[config.mk]
export PLATFORM = sky130hd
export DESIGN_NAME = mul_acc32
export DESIGN_NICKNAME = d
export VERILOG_FILES = /design/src/rtl/mul_acc32_pkg.sv /design/src/rtl/mac_step.sv /design/src/rtl/mul_acc32.sv
export SDC_FILE = /design/constraint.sdc
export NUM_CORES = 1
export LEC_CHECK = 0
export BUFFER_PORTS_ARGS = -buffer_cell sky130_fd_sc_hd__buf_2
export CAP_MARGIN = 0
export CELL_PAD_IN_SITES_DETAIL_PLACEMENT = 0
export CELL_PAD_IN_SITES_GLOBAL_PLACEMENT = 2
export CORE_ASPECT_RATIO = 0.6
export CORE_MARGIN = 4
export CORE_UTILIZATION = 39
export DETAILED_ROUTE_END_ITERATION = 6
export GPL_TIMING_DRIVEN = 0
export HOLD_SLACK_MARGIN = 0.02
export PLACE_DENSITY_LB_ADDON = 0.15
export RECOVER_POWER = 100
export SLEW_MARGIN = 15
export SYNTH_ARGS = -nofsm -noshare
export SYNTH_HDL_FRONTEND = slang
export SYNTH_SLANG_ARGS = --single-unit
[constraint.sdc]
create_clock -name clk -period 9.6 [get_ports clk]
set_input_delay 1.92 -clock clk [delete_from_list [all_inputs] [get_ports clk]]
set_output_delay 1.92 -clock clk [all_outputs]
set_load 0.05 [all_outputs]
[src/rtl/mul_acc32_pkg.sv]
// Shared definitions for the iterative multiply-accumulate reconstruction block.
package mul_acc32_pkg;

  localparam int W_DEF = 32;

  typedef enum logic [1:0] {
    IDLE = 2'd0,
    BUSY = 2'd1,
    DONE = 2'd2
  } state_t;

  function automatic int cnt_width(input int w);
    return $clog2(w) + 1;
  endfunction

  localparam int CNT_W = cnt_width(W_DEF);

endpackage

[src/rtl/mac_step.sv]
// One radix-2 shift-add step: adds the shifted multiplicand when the multiplier bit is set.
module mac_step #(
  parameter int W = 32
) (
  input  logic [2*W-1:0] acc,
  input  logic [2*W-1:0] mcand,
  input  logic           mbit,
  output logic [2*W-1:0] acc_nxt
);

  assign acc_nxt = acc + (mbit ? mcand : '0);

endmodule

[src/rtl/mul_acc32.sv]
// Iterative x = q*d + r reconstruction: the accumulator starts at r and retires one bit of q per cycle.
module mul_acc32
  import mul_acc32_pkg::*;
#(
  parameter int W = W_DEF
) (
  input  logic           clk,
  input  logic           rstn,
  input  logic           in_valid,
  output logic           in_ready,
  input  logic [W-1:0]   q,
  input  logic [W-1:0]   d,
  input  logic [W-1:0]   r,
  output logic           out_valid,
  input  logic           out_ready,
  output logic [2*W-1:0] x,
  output logic           rem_invalid
);

  localparam int CW = cnt_width(W);

  state_t         state;
  logic [CW-1:0]  cnt;
  logic [2*W-1:0] acc;
  logic [2*W-1:0] mcand;
  logic [2*W-1:0] acc_nxt;
  logic [W-1:0]   mplier;
  logic           rem_bad;

  mac_step #(.W(W)) u_step (
    .acc     (acc),
    .mcand   (mcand),
    .mbit    (mplier[0]),
    .acc_nxt (acc_nxt)
  );

  assign in_ready  = (state == IDLE);
  assign out_valid = (state == DONE);

  always_ff @(posedge clk or negedge rstn) begin
    if (!rstn) begin
      state       <= IDLE;
      cnt         <= '0;
      acc         <= '0;
      mcand       <= '0;
      mplier      <= '0;
      rem_bad     <= 1'b0;
      x           <= '0;
      rem_invalid <= 1'b0;
    end else begin
      case (state)
        IDLE: begin
          if (in_valid) begin
            acc     <= {{W{1'b0}}, r};
            mcand   <= {{W{1'b0}}, d};
            mplier  <= q;
            rem_bad <= (r >= d);
            cnt     <= '0;
            state   <= BUSY;
          end
        end
        BUSY: begin
          // LSB-first: the multiplicand doubles each step to match the weight of the next q bit
          acc    <= acc_nxt;
          mcand  <= mcand << 1;
          mplier <= mplier >> 1;
          cnt    <= cnt + 1'b1;
          if (cnt == CW'(W - 1)) begin
            x           <= acc_nxt;
            rem_invalid <= rem_bad;
            state       <= DONE;
          end
        end
        DONE: begin
          if (out_ready) state <= IDLE;
        end
        default: state <= IDLE;
      endcase
    end
  end

endmodule

=== Word-level counts from Yosys, hierarchy flattened ===
Cells that the tools add are included.

* Register bits after elaboration: 234
* Input bits: 100
* Word-level logic and storage cells: 36

* Add/subtract/negate cells: 2
* Order comparisons: 1
* Eq/ne operators: 6
* Mux-type cells: 13
* Reduce and logical (&&, ||, !) cells: 6

{| class="wikitable"
|+ Operators with widths
! kind !! count
|-
| $pmux W64 S2 || 2
|-
| $mux W64 || 3
|-
| $add A64 B64 Y64 || 1
|-
| $pmux W32 S2 || 1
|-
| $ge A32 B32 Y1 || 1
|-
| $mux W32 || 1
|-
| $pmux W6 S2 || 1
|-
| $add A6 B1 Y6 const B || 1
|-
| $eq A6 B5 Y1 const B || 1
|-
| $mux W2 || 3
|-
| $mux W6 || 1
|-
| $pmux W2 S3 || 1
|-
| $reduce_and A2 Y1 || 3
|-
| $ne A2 B2 Y1 const B || 2
|-
| $reduce_and A3 Y1 || 1
|-
| $eq A2 B1 Y1 const B || 1
|-
| $eq A2 B2 Y1 const B || 1
|-
| $logic_not A2 Y1 || 1
|-
| $ne A2 B1 Y1 const B || 1
|-
| $reduce_bool A2 Y1 || 1
|}

=== Logic depth before layout (Yosys ltp) ===
* Depth in word-level cells: 3
* Depth in mapped cells: 15
* Gate-level depth less buffers: 13

=== Hierarchy ===
Synthesis repeated with hierarchy kept, for this count alone.

* Cell total of the unflattened synthesis: 1,618
* Area total of the unflattened synthesis: 14,388.8 um2

{| class="wikitable"
|+ Modules (own cells, without submodules)
! module !! times used !! cells an instance !! area each (um2)
|-
| mul_acc32 || 1 || 989 || 10,166.0
|-
| mac_step || 1 || 629 || 4,222.8
|}

=== Least setup slack after synthesis ===
No wires, ideal clock.

* Path kind: input to register
* Start point: in r[0]
* End point: reg rem_bad
* Library setup time: 131 ps
* Data arrival time: 3,415 ps
* Slack: 6,054 ps
* Stages: 12
* Buffers on the path: 0
* Path through: inv_1 -> ha_1 -> nand2b_1 -> a21o_1 -> a21o_1 -> a21oi_1 -> o21ai_0 -> a21o_1 -> a21oi_1 -> nor2b_1 -> o2111ai_1 -> a21oi_1

* Longest elaborated chain between the ends: 1

{| class="wikitable"
|+ Ends and longest elaborated chain
! item !! line !! RTL
|-
| start, declared || mul_acc32.sv:13 || <nowiki>input logic [W-1:0] r,</nowiki>
|-
| $ge A32 B32 Y1 || mul_acc32.sv:57 || <nowiki>rem_bad <= (r >= d);</nowiki>
|-
| end signal, assigned || mul_acc32.sv:57 ||
|-
| end, declared || mul_acc32.sv:28 || <nowiki>logic rem_bad;</nowiki>
|}

Every way passes these cells.
A chain may end at the register's enable or synchronous reset.

=== Final worst setup path ===
* Start point: reg mplier[0]
* End point: reg acc[63]

* Longest elaborated chain between the ends: 3

{| class="wikitable"
|+ Ends and longest elaborated chain
! item !! line !! RTL
|-
| start, declared || mul_acc32.sv:27 || <nowiki>logic [W-1:0] mplier;</nowiki>
|-
| start signal, assigned || mul_acc32.sv:56 || <nowiki>mplier <= q;</nowiki>
|-
| start signal, assigned || mul_acc32.sv:66 || <nowiki>mplier <= mplier >> 1;</nowiki>
|-
| $mux W64 || mac_step.sv:11 || <nowiki>assign acc_nxt = acc + (mbit ? mcand : '0);</nowiki>
|-
| $add A64 B64 Y64 || mac_step.sv:11 ||
|-
| $pmux W64 S2 || mul_acc32.sv:51 || <nowiki>case (state)</nowiki>
|-
| end signal, assigned || mul_acc32.sv:54 || <nowiki>acc <= {{W{1'b0}}, r};</nowiki>
|-
| end signal, assigned || mul_acc32.sv:64 || <nowiki>acc <= acc_nxt;</nowiki>
|-
| end, declared || mul_acc32.sv:24 || <nowiki>logic [2*W-1:0] acc;</nowiki>
|}

Every way passes these cells.

==> impl_metrics.yaml <==
critical_path:
  critPathTopFamily: "compound AO/OA/AOI/OAI gates"
  slowest_stage: "a2111oi_0"
  endpoint: "acc[63]$_DFFE_PN0P_"
  end_kind: "flip-flop"
  worstReg2RegEnd: "acc[63]$_DFFE_PN0P_"
  worst_path_largest_cell_delay_ns: 0.95
  cp_num_buf_inv: 2
  required_ns: 10.05
  cp_max_fo: 10
  crit_path_start_kind: "flip-flop"
  crit_chain: "clkbuf_1 -> clkbuf_1 -> and2_0 -> ha_1 -> a2111oi_0 -> a21o_1 -> a211oi_1 -> o211ai_1 -> a2111oi_0 -> o21ai_0 -> a211oi_1 -> o21ai_0 -> and4_1 -> a211o_1"
  reg2reg_from: "mplier[0]$_DFFE_PN0P_"
  cp-startpoint: "mplier[0]$_DFFE_PN0P_"
  cp.depth: 14
  cp.arrival_ns: 5.96
  critical_path_class: "reg2reg"
  worst-r2r-setup-slack_ns: 4.08
  r2r_cells: 14
cts:
  cts_hold_buf: 0
  cts_tree: "done"
  clock_latency_ns: 0.56
  cts_setup_buffers: 0
  numCtsBuffers: 26
  cts_buffer_depth: 3
  cts_resized: 0
  htree_levels: 1
  root_buffer: "clkbuf_16"
  cts.clk_slew.worst_paths_ns: 0.06
  clock-sinks: 234
finish:
  final_common_cell: "dfrtp_1"
  fillers: 3564
  multi_input_area_um2: 7510
  stdcell_area_um2: 16100
  drive_gt1_share_pct: 9.24
  seq_area_um2: 5860
  nets: 2010
  area_delta_synth_final_pct: 15.3
  final_cell_mix: "dfrtp_1, nand2_1, nor2_1"
placed_design:
  gp_congestion: 0.874
  dp_slack_ns: 4.85
  dp_hpwl_mm: 37.4
  io_buffer_count: 166
  placed_area_um2: 15500
routing:
  ant_nets: 0
  drc: 0
  wl_per_cell_um: 20.5
  wl_mm: 47.2
  dr.pass1.iters: 5
  vias_per_cell: 5.50
  drt_iter0_drc: 1034
  vias: 12600
synth:
  synthFlopType: "dfrtp_1"
  synthCells: 1616
  synth_edf_count: 0
  ys_ff_latch: 234
  syn-cell-area_um2: 14000
  postSynthAreaPerCell_um2: 8.66
  synth_top_area_share_pct: 41.8
  synth-async-reset-ratio_pct: 100
  synth.distinct_cells: 67
  yosysSeqAreaShare_pct: 41.8
  synth_fp_nets: 1813
  synth_area_leader_cell: "dfrtp_1"
  synth_area_leaders: "dfrtp_1, ha_1, nand2_1, o21ai_0, nor2_1"
  ys.warnings.count: 0
sta:
  maxSlewHeadroom_pct: -77.1
  fin_worst_skew_ns: 0.0273
  whs_ns: 0.475
  fin_ws_ns: 4.08
  timing.final.max_slew_violations: 47
  fmax_mhz: 181
  min_period_ns: 5.52
  tightest_slew_ns: 2.66
  setup_violations: 0
  fin_crit_sh_pct: 57.5
  fin_setup_tns_ns: 0
  hold_violations: 0
  rsz0062_at_grt: "false"
pwr:
  combPwrFrac_pct: 59.4
  power_w: 0.00671
  p_sw_share_pct: 50.2
  leakagePower_nw: 7.41
  p_clk_share_pct: 14.8
  switchingPower_w: 0.00337
  ir_drop_mv: 0.138
  p_int_w: 0.00334
  seqPwrFrac_pct: 25.7
  power.density_nw_per_um2: 416
hold_path:
  hold_class: "reg2reg"
run_status:
  failed_checks: "capacitance limit, slew limit"
  status: "finished with violations"
die:
  dieArea_um2: 39100
  top_level_ports: 167
  fp.dieH_um: 155
  placeableCoreArea_um2: 35200
  start_util_pct: 39.8
  die_w_um: 253
  rows: 53
global_routing:
  grt_max_degree: 68
  grt_pass1_vias: 12000
  grt_pass1_wl_mm: 72.8
  grt_antenna_before_repair: 6
  gr-total-overflow: 0
  grt_usage_pct: 23.8
flow_run:
  drv.max_cap_violation_count: 1
==> sequential cells by signal (all words and copies together) (netlist names) <==
signal / cells
mcand: 64
state: 2
mplier: 32
rem_bad: 1
cnt: 6
acc: 64
x: 64
rem_invalid: 1
==> worst reg2reg max path, cell delays in order, from the launching register on <==
cell	delay [ns]
dfrtp_1	0.34
clkbuf_1	0.54
clkbuf_1	0.46
and2_0	0.24
ha_1	0.24
a2111oi_0	0.17
a21o_1	0.20
a211oi_1	0.41
o211ai_1	0.26
a2111oi_0	0.95
o21ai_0	0.46
a211oi_1	0.42
o21ai_0	0.22
and4_1	0.24
a211o_1	0.26
==> layout make-up <==
class	count	area share, %
inverters	49	1.14
flip-flops and latches	234	36.3
diodes	2	0.0310
repair buffers	169	5.12
clock inverters	7	0.488
clock buffers	37	4.66
plain buffers	90	2.12
multi-input cells	1243	46.6
well taps	467	3.62
==> metrics by stage <==
step           util (%)  std cells
2_1_floorplan         -       1616
3_3_place_gp       43.8       2249
3_5_place_dp       44.0       2252
4_1_cts            46.4       2296
5_1_grt            45.8       2298
6_report           45.8       2298
==> per-layer routing <==
metal	part of all wire [%]	wire, µm	GRT usage, %
met5	0.059	28	0
met4	1.9	881	3.93
met1	54	25300	39.7
met2	38	18000	31.6
met3	6.1	2900	4.50
==> power groups by stage <==
stage	combinational, W	clock, W	sequential, W
global route	0.00443	0.00106	0.00177
finish	0.00399	0.000996	0.00173
CTS	0.00402	0.00102	0.00172
detailed placement	0.00401	0	0.00173
global placement	0.00396	0	0.00172
floorplan	0.00266	0	0.00190
==> cells in the mapped netlist, drive strengths merged (2+ instances only) <==
master	instances
xnor2	31
nand3	47
and3	7
o211a	2
and4	4
or3	2
ha	96
o211ai	10
nor2	181
o21bai	16
a21oi	90
a211o	2
buf	7
a22oi	29
o31a	2
nand4	20
clkbuf	83
dfrtp	234
mux2	18
a32oi	2
a221o	2
xor2	28
a31o	2
nand2b	6
nor3	15
o21a	8
a2111oi	6
nand2	219
a211oi	11
a21o	40
nor3b	2
o21ai	173
a31oi	6
and2	69
a41oi	2
nor2b	7
o31ai	9
o221ai	2
a21boi	3
inv	49
o22ai	65
==> kinds of logic (layout without fill, tap and decap cells) <==
logic type | after synthesis | count (layout) | share of synthesized area [%]
multiplexers | 18 | 18 | 1.45
AO/OA/AOI/OAI | 487 | 487 | 21.9
other | 0 | 2 | 0
XOR/XNOR | 59 | 59 | 3.69
adder cells (fa/ha/maj) | 97 | 97 | 8.72
buffers and inverters | 139 | 352 | 3.76
AND/OR/NAND/NOR | 582 | 582 | 18.6
flip-flops | 234 | 234 | 41.8
==> how the worst min path moves through the flow <==
stage,from,cells past startpoint,end
global placement,x[36]$_DFFE_PN0P_,2,x[36]$_DFFE_PN0P_
CTS,x[32]$_DFFE_PN0P_,2,x[32]$_DFFE_PN0P_
floorplan,cnt[5]$_DFFE_PN0P_,1,cnt[5]$_DFFE_PN0P_
detailed placement,x[19]$_DFFE_PN0P_,2,x[19]$_DFFE_PN0P_
finish,x[40]$_DFFE_PN0P_,2,x[40]$_DFFE_PN0P_
global route,x[56]$_DFFE_PN0P_,2,x[56]$_DFFE_PN0P_
(Power assumes the default switching activity.)
